File: src/rtl/mips_alu_pkg.sv
// Shared ALU definitions: opcode constants (also used by control_unit), stage FSM encoding, default width.
// Latency: n/a (declarations only). Backpressure: n/a.
// Build option: ALU_FAST_SHIFT_EN selects the barrel shifter in the exec stage.
package mips_alu_pkg;

    localparam int WIDTH_DEFAULT = 32;

    localparam logic [2:0] ALU_ADD  = 3'b000;
    localparam logic [2:0] ALU_SUB  = 3'b001;
    localparam logic [2:0] ALU_AND  = 3'b010;
    localparam logic [2:0] ALU_OR   = 3'b011;
    localparam logic [2:0] ALU_NOR  = 3'b100;
    localparam logic [2:0] ALU_SLTU = 3'b101;
    localparam logic [2:0] ALU_SLL  = 3'b110;
    localparam logic [2:0] ALU_SRL  = 3'b111;

    typedef enum logic [1:0] {
        ST_IDLE  = 2'd0,
        ST_SHIFT = 2'd1,
        ST_HOLD  = 2'd2
    } state_e;

    function automatic logic is_shift(input logic [2:0] sel);
        return (sel == ALU_SLL) || (sel == ALU_SRL);
    endfunction

endpackage

File: src/rtl/alu_core.sv
// Combinational ALU for all single-cycle ops; barrel shift only when ALU_FAST_SHIFT_EN is defined.
// Latency: 0 cycles (pure logic). Backpressure: none, the enclosing stage owns flow control.
// Without ALU_FAST_SHIFT_EN a shift returns op b unchanged, which is the shamt == 0 answer.
module alu_core
    import mips_alu_pkg::*;
#(
    parameter int WIDTH = WIDTH_DEFAULT
) (
    input  logic [2:0]       alu_sel,
    input  logic [WIDTH-1:0] a,
    input  logic [WIDTH-1:0] b,
`ifdef ALU_FAST_SHIFT_EN
    input  logic [4:0]       shamt,
`endif
    output logic [WIDTH-1:0] y
);

    always_comb begin
        y = '0;
        case (alu_sel)
            ALU_ADD:  y = a + b;
            ALU_SUB:  y = a - b;
            ALU_AND:  y = a & b;
            ALU_OR:   y = a | b;
            ALU_NOR:  y = ~(a | b);
            ALU_SLTU: y = {{(WIDTH-1){1'b0}}, (a < b)};
`ifdef ALU_FAST_SHIFT_EN
            ALU_SLL:  y = b << shamt;
            ALU_SRL:  y = b >> shamt;
`else
            ALU_SLL,
            ALU_SRL:  y = b;
`endif
        endcase
    end

endmodule

File: src/rtl/alu_exec_stage.sv
// Registered R-type execute stage with valid/ready handshake toward write-back.
// Latency: 1 edge; shifts take shamt+1 edges unless ALU_FAST_SHIFT_EN builds the barrel shifter.
// Backpressure: a held result stalls in_ready until out_ready; consume+accept in one cycle is allowed.
module alu_exec_stage
    import mips_alu_pkg::*;
#(
    parameter int WIDTH = WIDTH_DEFAULT
) (
    input  logic             clk,
    input  logic             rst_n,
    input  logic             in_valid,
    output logic             in_ready,
    input  logic [2:0]       select_bits_ALU,
    input  logic [WIDTH-1:0] op_a,
    input  logic [WIDTH-1:0] op_b,
    input  logic [4:0]       shamt,
    input  logic [4:0]       dest_reg,
    output logic             out_valid,
    input  logic             out_ready,
    output logic [WIDTH-1:0] result,
    output logic [4:0]       out_dest,
    output logic             zero
);

    state_e           state_q, state_d;
    logic [WIDTH-1:0] result_q, result_d;
    logic [4:0]       dest_q, dest_d;
    logic [WIDTH-1:0] core_y;
    logic             accept;
    logic             start_iter;

    alu_core #(.WIDTH(WIDTH)) u_core (
        .alu_sel (select_bits_ALU),
        .a       (op_a),
        .b       (op_b),
`ifdef ALU_FAST_SHIFT_EN
        .shamt   (shamt),
`endif
        .y       (core_y)
    );

    assign accept = in_valid && in_ready;

`ifdef ALU_FAST_SHIFT_EN
    assign start_iter = 1'b0;
`else
    logic [WIDTH-1:0] sreg_q, sreg_d, shifted;
    logic [4:0]       cnt_q, cnt_d;
    logic             dir_q, dir_d;

    assign start_iter = accept && is_shift(select_bits_ALU) && (shamt != 5'd0);
    // dir_q high means logical right shift (SRL)
    assign shifted    = dir_q ? (sreg_q >> 1) : (sreg_q << 1);

    always_comb begin
        sreg_d = sreg_q;
        cnt_d  = cnt_q;
        dir_d  = dir_q;
        if (start_iter) begin
            sreg_d = op_b;
            cnt_d  = shamt;
            dir_d  = (select_bits_ALU == ALU_SRL);
        end else if (state_q == ST_SHIFT) begin
            sreg_d = shifted;
            cnt_d  = cnt_q - 5'd1;
        end
    end

    always_ff @(posedge clk) begin
        if (!rst_n) begin
            sreg_q <= '0;
            cnt_q  <= '0;
            dir_q  <= 1'b0;
        end else begin
            sreg_q <= sreg_d;
            cnt_q  <= cnt_d;
            dir_q  <= dir_d;
        end
    end
`endif

    always_ff @(posedge clk) begin
        if (!rst_n) begin
            state_q <= ST_IDLE;
        end else begin
            state_q <= state_d;
        end
    end

    always_comb begin
        state_d = state_q;
        case (state_q)
            ST_IDLE, ST_HOLD: begin
                if (accept) begin
                    state_d = start_iter ? ST_SHIFT : ST_HOLD;
                end else if (state_q == ST_HOLD && out_ready) begin
                    state_d = ST_IDLE;
                end
            end
`ifndef ALU_FAST_SHIFT_EN
            ST_SHIFT: begin
                if (cnt_q == 5'd1) begin
                    state_d = ST_HOLD;
                end
            end
`endif
            default: state_d = ST_IDLE;
        endcase
    end

    always_comb begin
        in_ready  = 1'b0;
        out_valid = 1'b0;
        case (state_q)
            ST_IDLE: in_ready = 1'b1;
            ST_HOLD: begin
                in_ready  = out_ready;
                out_valid = 1'b1;
            end
            default: ;
        endcase
    end

    // Result only moves on entry to HOLD, so it is stable for as long as it is offered.
    always_comb begin
        result_d = result_q;
        dest_d   = dest_q;
        if (accept) begin
            dest_d = dest_reg;
            if (!start_iter) begin
                result_d = core_y;
            end
        end
`ifndef ALU_FAST_SHIFT_EN
        else if (state_q == ST_SHIFT && cnt_q == 5'd1) begin
            result_d = shifted;
        end
`endif
    end

    always_ff @(posedge clk) begin
        if (!rst_n) begin
            result_q <= '0;
            dest_q   <= '0;
        end else begin
            result_q <= result_d;
            dest_q   <= dest_d;
        end
    end

    assign result   = result_q;
    assign out_dest = dest_q;
    assign zero     = (result_q == '0);

endmodule

File: config.mk
export PLATFORM = sky130hd
export DESIGN_NAME = alu_exec_stage
export DESIGN_NICKNAME = d
export VERILOG_FILES = /design/src/rtl/mips_alu_pkg.sv /design/src/rtl/alu_core.sv /design/src/rtl/alu_exec_stage.sv
export SDC_FILE = /design/constraint.sdc
export NUM_CORES = 1
export LEC_CHECK = 0
export ABC_AREA = 1
export CORE_MARGIN = 4
export CORE_UTILIZATION = 60
export CTS_BUF_LIST = sky130_fd_sc_hd__clkbuf_4
export DETAILED_ROUTE_END_ITERATION = 8
export PLACE_DENSITY_LB_ADDON = 0.05
export SLEW_MARGIN = 20
export SYNTH_ARGS = -nofsm -noshare
export SYNTH_HDL_FRONTEND = slang
export SYNTH_HIERARCHICAL = 1
export SYNTH_SLANG_ARGS = --single-unit
File: constraint.sdc
create_clock -name clk -period 3 [get_ports clk]
set_clock_uncertainty 0.05 [all_clocks]
set_input_delay 0.6 -clock clk [delete_from_list [all_inputs] [get_ports clk]]
set_output_delay 0.6 -clock clk [all_outputs]
set_load 0.02 [all_outputs]
[Word-level counts from Yosys, hierarchy flattened]
Index checks and enable logic that the tools add are counted.
Cells by class
  add/sub/neg operators: 3
  magnitude comparators: 1
  equal/unequal tests: 13
  muxes and demuxes: 16
  bitwise operators: 3
  reduce and logical (&&, ||, !) cells: 16
Operator list (count)
  one-hot mux 32 bit (7 select lines): 1
  two-way mux 32 bit: 6
  adder 32 bit: 1
  bitwise AND 32 bit: 1
  logical NOT 32 bit: 1
  < comparator 32 bit: 1
  inverter 32 bit: 1
  bitwise OR 32 bit: 1
  subtractor 32 bit: 1
  == test 3 bit (second input constant): 4
  two-way mux 5 bit: 2
  two-way mux 2 bit: 4
  == test 3 x 2 -> 1 bit (second input constant): 2
  == test 5 x 1 -> 1 bit (second input constant): 1
  logical AND 1 bit: 5
  nonzero test 5 bit: 1
  subtractor 5 x 1 -> 5 bit (second input constant): 1
  one-hot mux 2 bit (2 select lines): 1
  AND reduction 2 bit: 2
  nonzero test 2 bit: 2
  OR reduction 2 bit: 2
  == test 3 x 1 -> 1 bit (second input constant): 1
  logical NOT 3 bit: 1
  != test 3 bit (second input constant): 1
  other kinds (8): 8
Storage, ports and cells
  bits in registers: 77
  input port bits: 81
  output and inout port bits: 40
  logic and storage cells: 58

[Longest topological paths before layout]
  depth in word-level cells: 8
  depth in mapped cells: 20
  mapped depth without buffers: 20

[Hierarchy]
The synthesis kept the hierarchy.
By module, submodules not included
  alu_core: instances 1, cells each 1309, area an instance 6561.3 µm², sequential area each 0.0 µm²
  alu_exec_stage: instances 1, cells each 736, area an instance 4416.7 µm², sequential area each 1541.5 µm²

[Least setup slack after synthesis]
Ideal clock, no wire load.
  kind: input-to-reg
  start: in op_a[0]
  end: reg result_q[20], in the netlist result[20]
  setup time: 113 ps
  arrival: 2235 ps
  required time: 2837 ps
  slack: 602 ps
  cell stages on the path: 17
  buffers on the path: 0
  cells stage by stage: ha_1 > inv_1 > fa_1 > inv_1 > nand3_1 > nand3_1 > nand3_1 > nand2_1 > nand3_1 > nand2_1 > nand2_1 > nand3_1 > nand3_1 > inv_1 > o21ai_0 > nor2_1 > nor2_1
Between the ends
  longest elaborated chain between the ends: 4
  elaborated cells on any way between the ends: 5
  those cells by class: add/sub (2); mux (3)
RTL lines
  from (decl): line alu_exec_stage.sv:14  | input logic [WIDTH-1:0] op_a,
  subtractor 32 bit or adder 32 bit (tied branches): line alu_core.sv:22, alu_core.sv:21
  one-hot mux 32 bit (7 select lines) *: line alu_core.sv:20  | case (alu_sel)
  net core_y[20]: line alu_exec_stage.sv:28  | logic [WIDTH-1:0] core_y;
  two-way mux 32 bit *: line alu_exec_stage.sv:130  | if (!start_iter) begin
  two-way mux 32 bit *: line alu_exec_stage.sv:128  | if (accept) begin
  to (signal assigned): line alu_exec_stage.sv:146  | result_q <= result_d;
  to (decl): line alu_exec_stage.sv:26  | logic [WIDTH-1:0] result_q, result_d;
The timed path passes the listed nets; every way through them passes the cells marked *. The select of a mux whose other input is x is not followed.
A chain may end at the register's enable or synchronous reset.

[Final worst setup path]
  start: reg result_q[5], in the netlist result[5]
  end: out zero
Between the ends
  longest elaborated chain between the ends: 1
RTL lines
  logical NOT 32 bit: line alu_exec_stage.sv:153  | assign zero = (result_q == '0);
  to (decl): line alu_exec_stage.sv:22  | output logic zero
No other way between the ends.

==> flow_summary_export.csv <==
group,metric,value,unit
final_layout,final_cells,2603,
power_and_ir_drop,pwr-share-clk,17.6,%
setup_path,startpoint,"result[5]$_SDFFE_PN0P_",
setup_path,regToRegSetupSlack,1.07,ns
global_routing,grt_usage,40.47,%
placement,io_buffers,120,
yosys,ys_async_sr_fraction,0,%
global_routing,grt_max_degree,67,
setup_path,path_class,"flip-flop to output pin",
run,maxCapViolations,0,
setup_path,rr_worst_depth,7,
power_and_ir_drop,switching_share,43.27,%
clock_tree,ctsHoldBuffers,0,
setup_path,worstPathArrival,2.30,ns
setup_path,endpoint,"zero",
setup_path,end_kind,"output pin",
placement,dp_cells,2586,
clock_tree,clkSinkCount,77,
hold_path,hold_class,"flip-flop to flip-flop",
yosys,yosysUniqueCellTypes,43,
clock_tree,cts_root_buffer,"clkbuf_4",
floorplanning,die_w,143.3,um
power_and_ir_drop,leakagePower,0.007892,uW
yosys,synth_top_area_cell,"nand2_1",
sta,fin_crit_sh,98.23,%
floorplanning,coreArea,17960,um^2
setup_path,r2r_end,"sreg_q[1]$_SDFFE_PN0P_",
sta,holdWs,0.4278,ns
setup_path,crit_fanout,3,
sta,rsz0062_at_grt,"yes",
yosys,ys_warn_count,6,
power_and_ir_drop,ir_drop,0.0003387,V
final_layout,area_growth_syn_to_layout,31.22,%
final_layout,final_cell_mix,"nand2_1 (592), inv_1 (384), buf_4 (272), nor2_1 (241), nand3_1 (164)",
setup_path,critical_path_required,2.35,ns
yosys,ys_ff_latch,77,
floorplanning,start_util,61.11,%
sta,timing_worst_slew_pin_value,0.6374,ns
sta,setup_violations,0,
clock_tree,clockBufferDepth,2,
global_routing,grt_pass1_wl,66560,um
clock_tree,numCtsBuffers,9,
yosys,avgSynthCellArea,5.368,um^2
sta,finalHoldViolCount,0,
clock_tree,clk_latency,0.46,ns
sta,slew_violations,0,
floorplanning,die_y,143.3,um
outcome,status,"complete, no violations",
power_and_ir_drop,p_per_area,298.5,nW/um^2
floorplanning,dieArea,20520,um^2
clock_tree,postCtsSetupBuffers,0,
setup_path,reg2reg_from,"dir_q$_SDFFE_PN0P_",
route,routed_wl,42890,um
yosys,yosysSeqAreaShare,14.04,%
floorplanning,rows,49,
power_and_ir_drop,switching_power,1861,uW
clock_tree,cts_tree,"done",
yosys,syn_inst,2045,
yosys,synth_edf_count,0,
sta,max_slew_margin,57.11,%
yosys,synth_fp_nets,2226,
power_and_ir_drop,power.internal,2439,uW
yosys,syn_area,10980,um^2
route,drt-wirelength-per-cell,16.48,um
route,vias_per_cell,5.623,
yosys,synth.top_cell.area_share,20.41,%
global_routing,grt_pass1_vias,13846,
power_and_ir_drop,pwr-share-comb,55.1,%
route,vias,14636,
final_layout,final_common_cell,"nand2_1",
setup_path,startpoint_type,"flip-flop",
route,drtAntennaViolNets,0,
route,first_iter_violations,1643,
route,drc,0,
final_layout,drive_gt1_share,15.47,%
global_routing,overflow,0,
placement,gp_congestion,1.082,
final_layout,nets,2549,
power_and_ir_drop,seq_power_share,27.2,%
route,drt-pass1-iter-count,7,
global_routing,grt_antenna_before_repair,1,
clock_tree,cts_resized,0,
sta,max_freq,0.3393,GHz
clock_tree,path_clk_slew,0.14,ns
clock_tree,h-tree-depth,3,
power_and_ir_drop,p_total,4300,uW
sta,min_period,2.947,ns
placement,hpwl,34090,um
yosys,synthTopCellsByArea,"nand2_1 (20%), dfxtp_1 (14%), inv_1 (13%)",
floorplanning,io-pin-count,121,
yosys,synth_ff_type,"dfxtp_1",
power groups by stage:
stage                     logic, uW  clock network [uW]  registers [uW]
after floorplan                1210                   0            1230
after global placement         2230                   0            1190
after detailed placement       2270                   0            1190
after CTS                      2300                 762            1170
after global routing           2570                 798            1180
final                          2370                 759            1170
state kept, by name, indices dropped and copies added, names as in the netlist:
| name | cells |
|---|---|
| sreg_q | 32 |
| dir_q | 1 |
| cnt_q | 5 |
| state_q | 2 |
| result | 32 |
| out_dest | 5 |
worst max-delay path, cell delays in order (launching register included):
cell and delay (ns):
dfxtp_1 0.34, nor4_1 0.59, nand4_1 0.17, nor2_1 0.13
clkdlybuf4s50_1 0.61
cell type report:
cell class              count  area [um^2]
flip-flops and latches     77         1541
well taps                 229        286.5
clock inverters             5        85.08
repair buffers            398         3361
fillers                  1359         3558
multi-input cells        1483         7548
inverters                 399         1498
clock buffers              11        82.58
diodes                      1        2.502
kinds of logic after synthesis:
kind of cell	synth area share, %
compound gates	14.73
xor+xnor	0.8776
fa+ha+maj	11.53
buf+inv	17.72
flops	14.04
simple gates	41.10
stage by stage:
stage | setup WS, ns | util, % | area, um^2 | TNS [ns]
floorplan | 0.6024 | - | 10980 | 0
global placement | -0.3211 | 78.96 | 14180 | -5.154
detailed placement | -0.3385 | 78.96 | 14180 | -6.655
CTS | 0.1036 | 79.89 | 14350 | 0
global route | -0.01189 | 80.19 | 14410 | -0.02231
finish | 0.05309 | 80.19 | 14410 | 0
worst min-delay path by stage:
stage,start,depth (start not counted),to
2_1_floorplan,cnt_q[4]$_SDFFE_PN0P_,2,cnt_q[4]$_SDFFE_PN0P_
3_3_place_gp,out_dest[4]$_SDFFE_PN0P_,2,out_dest[4]$_SDFFE_PN0P_
3_5_place_dp,out_dest[0]$_SDFFE_PN0P_,2,out_dest[0]$_SDFFE_PN0P_
4_1_cts,out_dest[0]$_SDFFE_PN0P_,2,out_dest[0]$_SDFFE_PN0P_
5_1_grt,out_dest[0]$_SDFFE_PN0P_,2,out_dest[0]$_SDFFE_PN0P_
6_report,out_dest[0]$_SDFFE_PN0P_,2,out_dest[0]$_SDFFE_PN0P_
metal layers:
metal / global-route usage, % / vias to the layer above / share of wire, %
li1: - / 6986 / -
met1: 48.08 / 6476 / 38
met2: 67.56 / 924 / 45
met3: 5.325 / 250 / 8.3
met4: 28.00 / 0 / 8.5
met5: 0 / - / 0
Yosys cell counts (all sizes together) (3+ instances only):
cell type / instances
ha: 98
buf: 59
nand3: 170
a21oi: 67
and2: 3
nor4: 8
o21ai: 169
nor3: 13
o2111ai: 4
inv: 399
a221oi: 24
dfxtp: 77
a31oi: 3
nor2: 258
nand4: 19
o21bai: 5
o221ai: 3
nand2: 610
clkbuf: 27
nand3b: 3
xor2: 11
a22oi: 5
(Power assumes the default switching activity.)
